--- src/rtl/valu_dot_seq.sv ---
// Dot-product sequencer: streams N operand word pairs into an external valu and
// accumulates its per-beat signed sums into a wrapping accumulator with sticky overflow.
module valu_dot_seq #(
    parameter int LEN_W = 8,
    parameter int ACC_W = 32
) (
    input  logic             clk_i,
    input  logic             rst_i,
    input  logic             cmd_valid_i,
    output logic             cmd_ready_o,
    input  logic [LEN_W-1:0] cmd_len_i,
    input  logic             cmd_clear_i,
    input  logic             op_valid_i,
    output logic             op_ready_o,
    input  logic [31:0]      op_a_i,
    input  logic [31:0]      op_b_i,
    output logic [31:0]      valu_a_o,
    output logic [31:0]      valu_b_o,
    input  logic [31:0]      valu_result_i,
    output logic             res_valid_o,
    input  logic             res_ready_i,
    output logic [ACC_W-1:0] res_data_o,
    output logic             res_ovf_o,
    output logic             busy_o
);

    typedef enum logic [1:0] {S_IDLE, S_RUN, S_DONE} state_t;

    state_t           r_state, w_state_nxt;
    logic [LEN_W-1:0] r_rem;
    logic             r_pipe_v;
    logic [31:0]      r_a, r_b;
    logic [ACC_W-1:0] r_acc;
    logic             r_ovf;

    logic             w_cmd_ready, w_op_ready, w_res_valid;
    logic             w_cmd_fire, w_op_fire;
    logic [ACC_W-1:0] w_addend, w_sum;
    logic             w_sum_ovf;

    // The valu sum fits in 18 signed bits, so truncation to ACC_W (>= 18) is lossless.
    generate
        if (ACC_W <= 32) begin : g_trunc
            assign w_addend = valu_result_i[ACC_W-1:0];
        end else begin : g_sext
            assign w_addend = {{(ACC_W-32){valu_result_i[31]}}, valu_result_i};
        end
    endgenerate

    assign w_sum     = r_acc + w_addend;
    assign w_sum_ovf = (r_acc[ACC_W-1] == w_addend[ACC_W-1]) &&
                       (w_sum[ACC_W-1] != r_acc[ACC_W-1]);

    assign w_cmd_fire = cmd_valid_i & w_cmd_ready;
    assign w_op_fire  = op_valid_i & w_op_ready;

    always_ff @(posedge clk_i or posedge rst_i) begin
        if (rst_i) r_state <= S_IDLE;
        else       r_state <= w_state_nxt;
    end

    // Leaving RUN needs only remaining==0: the last beat is then either in the pipe
    // (accumulated on this same edge) or there never was one.
    always_comb begin
        w_state_nxt = r_state;
        w_cmd_ready = 1'b0;
        w_op_ready  = 1'b0;
        w_res_valid = 1'b0;
        case (r_state)
            S_IDLE: begin
                w_cmd_ready = 1'b1;
                if (cmd_valid_i) w_state_nxt = S_RUN;
            end
            S_RUN: begin
                w_op_ready = (r_rem != '0);
                if (r_rem == '0) w_state_nxt = S_DONE;
            end
            S_DONE: begin
                w_res_valid = 1'b1;
                if (res_ready_i) w_state_nxt = S_IDLE;
            end
            default: w_state_nxt = S_IDLE;
        endcase
    end

    always_ff @(posedge clk_i or posedge rst_i) begin
        if (rst_i) begin
            r_rem    <= '0;
            r_pipe_v <= 1'b0;
            r_a      <= '0;
            r_b      <= '0;
            r_acc    <= '0;
            r_ovf    <= 1'b0;
        end else begin
            if (w_cmd_fire) begin
                r_rem <= cmd_len_i;
                r_ovf <= 1'b0;
                if (cmd_clear_i) r_acc <= '0;
            end else if (r_pipe_v) begin
                r_acc <= w_sum;
                if (w_sum_ovf) r_ovf <= 1'b1;
            end
            // Stall cycles feed zeros so valu output is a clean bubble.
            if (w_op_fire) begin
                r_a      <= op_a_i;
                r_b      <= op_b_i;
                r_pipe_v <= 1'b1;
                r_rem    <= r_rem - 1'b1;
            end else begin
                r_a      <= '0;
                r_b      <= '0;
                r_pipe_v <= 1'b0;
            end
        end
    end

    assign cmd_ready_o = w_cmd_ready;
    assign op_ready_o  = w_op_ready;
    assign res_valid_o = w_res_valid;
    assign res_data_o  = w_res_valid ? r_acc : '0;
    assign res_ovf_o   = w_res_valid & r_ovf;
    assign busy_o      = (r_state != S_IDLE);
    assign valu_a_o    = r_a;
    assign valu_b_o    = r_b;

endmodule

--- config.mk ---
export PLATFORM = sky130hd
export DESIGN_NAME = valu_dot_seq
export DESIGN_NICKNAME = d
export VERILOG_FILES = /design/src/rtl/valu_dot_seq.sv
export SDC_FILE = /design/constraint.sdc
export NUM_CORES = 1
export LEC_CHECK = 0
export CAP_MARGIN = 20
export CORE_AREA = 10 10 119 132
export DETAILED_ROUTE_END_ITERATION = 12
export DIE_AREA = 0 0 129 142
export PLACE_DENSITY = 0.83
export REMOVE_ABC_BUFFERS = 1
export SLEW_MARGIN = 20
export SYNTH_ARGS = -nofsm -noshare
export SYNTH_HDL_FRONTEND = slang
export SYNTH_SLANG_ARGS = --single-unit
--- constraint.sdc ---
create_clock -name clk_i -period 4.2 [get_ports clk_i]
set_input_delay 0.84 -clock clk_i [delete_from_list [all_inputs] [get_ports clk_i]]
set_output_delay 0.84 -clock clk_i [all_outputs]
set_load 0.1 [all_outputs]
# [Word level (Yosys, flattened, before mapping)]
# Cells that the tools add are included.
[totals] register_bits=108 inputBits=110
[classes] n_bitwise=3 n_addsub=2 eq_ne=8 n_mux=19 n_reduce_logical=11
[op_table] op="$mux W32" n=6
[op_table] op="$add A32 B32 Y32" n=1
[op_table] op="$mux W8" n=2
[op_table] op="$logic_not A8 Y1" n=1
[op_table] op="$ne A2 B2 Y1 const B" n=4
[op_table] op="$reduce_bool A2 Y1" n=4
[op_table] op="$reduce_bool A8 Y1" n=1
[op_table] op="$sub A8 B1 Y8 const B" n=1
[op_table] op="$mux W1" n=7
[op_table] op="$mux W2" n=3
[op_table] op="$pmux W2 S3" n=1
[op_table] op="$reduce_and A2 Y1" n=2
[op_table] op="$and A1 B1 Y1" n=3
[op_table] op="$reduce_and A3 Y1" n=1
[op_table] op="$eq A2 B1 Y1 const B" n=1
[op_table] op="$eq A2 B2 Y1 const B" n=1
[op_table] op="$logic_not A2 Y1" n=1
[op_table] op="$eq A1 B1 Y1" n=1
[op_table] op="$logic_and A1 B1 Y1" n=1
[op_table] op="$ne A1 B1 Y1" n=1

# [Depth between registers and ports, before layout]
# Gate-level depths: netlist of run 1.
[logic_depth] ltp_word=6 depth_mapped=12 depth_no_buf=12

# [Worst setup path before layout of run 1]
# OpenSTA, ideal clock, no wires.
[synth_timing] path_kind="reg2out" start="reg r_state[0]" end="out busy_o" path_stages_with_launch=3 required_ns=3.360 n_path_buf=0 t_arrival_ns=2.665 setup_slack_ns=0.695 cell_sequence="dfrtp_1 nor2_1 inv_1"
[synth_via] elab_chain_len=1
[synth_lines] item="start: declaration" line_no="29" text="state_t r_state, w_state_nxt;"
[synth_lines] item="start signal: assignment" line_no="59" text="else r_state <= w_state_nxt;"
[synth_lines] item="$reduce_bool A2 Y1" line_no="122" text="assign busy_o = (r_state != S_IDLE);"
[synth_lines] item="end: declaration" line_no="24" text="output logic busy_o"
# No other way between the ends.

# [Final worst setup path of run 1]
[layout_timing] start="in valu_result_i[14]" end="reg r_acc[31]"
[layout_via] elab_chain_len=3
[layout_lines] item="start: declaration" line_no="19" text="input logic [31:0] valu_result_i,"
[layout_lines] item="$add A32 B32 Y32" line_no="50" text="assign w_sum = r_acc + w_addend;"
[layout_lines] item="$mux W32" line_no="99" text="end else if (r_pipe_v) begin"
[layout_lines] item="$mux W32" line_no="95" text="if (w_cmd_fire) begin"
[layout_lines] item="end signal: assignment" line_no="100" text="r_acc <= w_sum;"
[layout_lines] item="end: declaration" line_no="33" text="logic [ACC_W-1:0] r_acc;"
# No other way between the ends. The select of a mux whose other input is x is not followed.
# A chain may end at the register's enable or synchronous reset.

==> run_results.csv, run 1 <==
group,metric,value,unit
synthesis,synth_area_leaders,"dfrtp_1, and3_1, ha_1",
synthesis,yosysWarnings,0,
synthesis,async_flop_share,100.0,%
detailed_routing,ant_nets,0,
placement,post-dp-hpwl,13.90,mm
clocking,post-cts-setup-buffers,0,
finish,post_route_cells_drive_above_1_share,9.475,%
clocking,clock-sinks,108,
worst_setup_path,path_cells,"clkdlybuf4s50_1 -> ha_1 -> a211oi_2 -> o21bai_1 -> o31ai_1 -> nor2_1 -> o41a_1 -> or4_4 -> a31oi_4 -> mux2i_1 -> o221ai_2",
synthesis,ys_types,55,
min_path,min_from,"r_acc[11]",
worst_setup_path,worstPathMaxFanout,6,
timing,layout_worst_path_cycle_share,88.44,%
die,die_h,142,µm
finish,layout.nets,920,
detailed_routing,drc,0,
clocking,cts_buffer_depth,2,
die,dieWidth,129,µm
placement,place_ws,0.1319,ns
timing,relSlewSlack,30.08,%
worst_setup_path,cp.arrival,3.94,ns
worst_setup_path,end_kind,"register",
clocking,clk_pin_slew,0.08,ns
clocking,cts_resized,0,
clocking,hold_buffers,0,
finish,n_fill_cell,1054,
timing,finalHoldViolCount,0,
clocking,h-tree-depth,3,
timing,min_period,3.715,ns
power,power_frac_seq,27.2,%
die,num_rows,44,
timing,report.final.slew_viol_count,0,
power,p_int,2.888,mW
placement,place_congestion,0.9148,
detailed_routing,vias,5121,
power,p_total,5.688,mW
power,switching_share,49.22,%
synthesis,synthFlopType,"dfrtp_1",
power,vdd_drop_max,0.4967,mV
detailed_routing,wirelength,17.79,mm
synthesis,avgSynthCellArea,9.878,µm²
run_status,status,"complete, no violations",
clocking,cts_buffers,9,
worst_setup_path,cp-start-kind,"input port",
finish,area_growth,42.64,%
synthesis,yosys.area.top_type,"dfrtp_1",
detailed_routing,drt-initial-drc-count,376,
clocking,clock_latency,0.35,ns
clocking,root_buffer,"clkbuf_16",
flow_run,cap_viol_max_count,0,
global_routing,grt_util_all_layers,19.27,%
die,core_area,0.01299,mm²
power,power_frac_comb,58.6,%
clocking,cts_tree,"yes",
power,p_sw,2.800,mW
worst_setup_path,critPathSlowestCell,"o41a_1",
timing,clock_skew,0.01075,ns
detailed_routing,dr.pass1.iters,5,
detailed_routing,wl_per_cell,18.89,µm
detailed_routing,viasPerCell,5.436,
synthesis,netlist_instances,579,
worst_setup_path,slowest_delay,0.46,ns
min_path,min_path_type,"reg -> reg",
placement,place_area,0.007881,mm²
synthesis,synth_edf_count,0,
power,p_leak,3.875,nW
timing,hold_ws,0.5048,ns
timing,fin_ws,0.4854,ns
global_routing,grt_start_max_net_pins,68,
synthesis,yosysMostFrequentCell,"dfrtp_1",
finish,fin_area,0.008158,mm²
synthesis,ys_ff_latch,108,
global_routing,antenna_found_initial,0,
timing,rsz0062_at_grt,"false",
timing,tightest_slew,1.045,ns
global_routing,overflow,0,
synthesis,synth_area,0.005719,mm²
worst_setup_path,cp.required,4.42,ns
worst_setup_path,crit_start,"valu_result_i[14]",
timing,setup_viol,0,
finish,diodes,0,
synthesis,ys_seq_area_share,47.25,%
die,start_util,44.02,%
power,p_per_area,697.2,mW/mm²
synthesis,synth_common_cells,"dfrtp_1, and3_1, nand2_1, o21ai_0, and2_1",
power,clkPwrFrac,14.1,%
die,die-area,0.01832,mm²
timing,fmax,0.2692,GHz
worst_setup_path,path_class,"in -> reg",
synthesis,yosysTopAreaCellShare,47.25,%
worst_setup_path,reg2reg_from,"r_acc[14]",
placement,port_buffers,210,
global_routing,grt_pass1_wl,27.87,mm
global_routing,grt_pass1_vias,5367,
die,io_pins,211,
## layer usage
| layer | vias up | GRT usage (%) | part of all wire [%] |
|---|---|---|---|
| met4 | 0 | 5.333 | 1.6 |
| met1 | 2432 | 19.52 | 37 |
| met2 | 230 | 32.69 | 48 |
| met3 | 25 | 11.70 | 14 |
| met5 | - | 0 | 0 |
| li1 | 2434 | - | - |
## power groups by stage
stage / Combinational (mW) / Clock, mW / Sequential, mW
after global placement: 3.22 / 0 / 1.55
after floorplan: 1.74 / 0 / 2.26
after CTS: 3.33 / 0.825 / 1.55
after global routing: 3.60 / 0.867 / 1.59
final: 3.33 / 0.805 / 1.55
after detailed placement: 3.32 / 0 / 1.57
## sequential cells by signal, indices dropped and copies added (netlist names)
signal	count
r_acc	32
valu_a_o	32
valu_b_o	32
r_rem	8
r_state	2
r_ovf	1
r_pipe_v	1
## layout make-up
cell class	count	area [µm²]	area share (%)
Multi-Input combinational cell	419	2829	34.68
Sequential cell	108	2703	33.13
Timing Repair Buffer	217	2067	25.34
Clock buffer	10	229.0	2.807
Tap cell	161	201.4	2.469
Inverter	21	81.33	0.9969
Clock inverter	6	47.55	0.5828
## critical path: cells and delay by family
kind	cells	cell delay [ns]
and+or+nand+nor	2	0.57
AOI/OAI and AO/OA	6	1.51
muxes	1	0.24
adders and majority gates	1	0.38
buffers and inverters	1	0.40
## worst paths after layout
path | endpoint | slack [ns] | cells after the start
worst max-delay path | r_acc[31] | 0.49 | 11
worst min-delay path | r_acc[11] | 0.50 | 2
worst max register to register | r_acc[31] | 0.99 | 10
worst min register to register | r_acc[11] | 0.50 | 2
max in group asynchronous | r_acc[6] | 2.36 | 3
min in group asynchronous | valu_b_o[2] | 0.98 | 2
## per-stage QoR
step / setup TNS (ns) / utilization (%) / cells
5_1_grt: 0 / 62.79 / 942
3_3_place_gp: 0 / 60.66 / 926
2_1_floorplan: -22.37 / - / 548
3_5_place_dp: 0 / 60.66 / 926
6_report: 0 / 62.79 / 942
4_1_cts: 0 / 62.79 / 942
## layout by cell type, fill, tap and decap left out, types with 20 or more instances in the layout
master,n
a21oi_1,26
inv_1,20
clkdlybuf4s50_1,175
nor2_1,25
ha_1,33
dfrtp_1,108
o21ai_0,42
nand2_1,51
buf_4,42
and3_1,66
and2_1,35
## kinds of logic (layout without fill, tap and decap cells)
family | count (synthesis) | in the layout | synth area share [%]
AOI/OAI and AO/OA | 132 | 132 | 15.82
buffers and inverters | 52 | 254 | 3.610
xor gates and xnor gates | 25 | 25 | 3.828
and+or+nand+nor | 223 | 223 | 21.05
DFF | 108 | 108 | 47.25
adders and majority gates | 34 | 34 | 7.570
muxes | 5 | 5 | 0.8751
No activity file was read; power rests on OpenSTA's default activity.
==> inputs of run 2 (changes only) <==
--- a/config.mk
+++ b/config.mk
@@ -5,7 +5,7 @@
 export SDC_FILE = /design/constraint.sdc
 export NUM_CORES = 1
 export LEC_CHECK = 0
-export CAP_MARGIN = 20
+export CAP_MARGIN = 5
 export CORE_AREA = 10 10 119 132
 export DETAILED_ROUTE_END_ITERATION = 12
 export DIE_AREA = 0 0 129 142
==> results of run 2 <==
Same layout as run 1: the final DEF is identical, and so are final timing and power.
==> inputs of run 3 (changes only) <==
--- a/config.mk
+++ b/config.mk
@@ -7,6 +7,7 @@
 export LEC_CHECK = 0
 export CAP_MARGIN = 5
 export CORE_AREA = 10 10 119 132
+export CTS_CLUSTER_DIAMETER = 200
 export DETAILED_ROUTE_END_ITERATION = 12
 export DIE_AREA = 0 0 129 142
 export PLACE_DENSITY = 0.83
==> results of run 3 <==
Same layout as run 1: the final DEF is identical, and so are final timing and power.
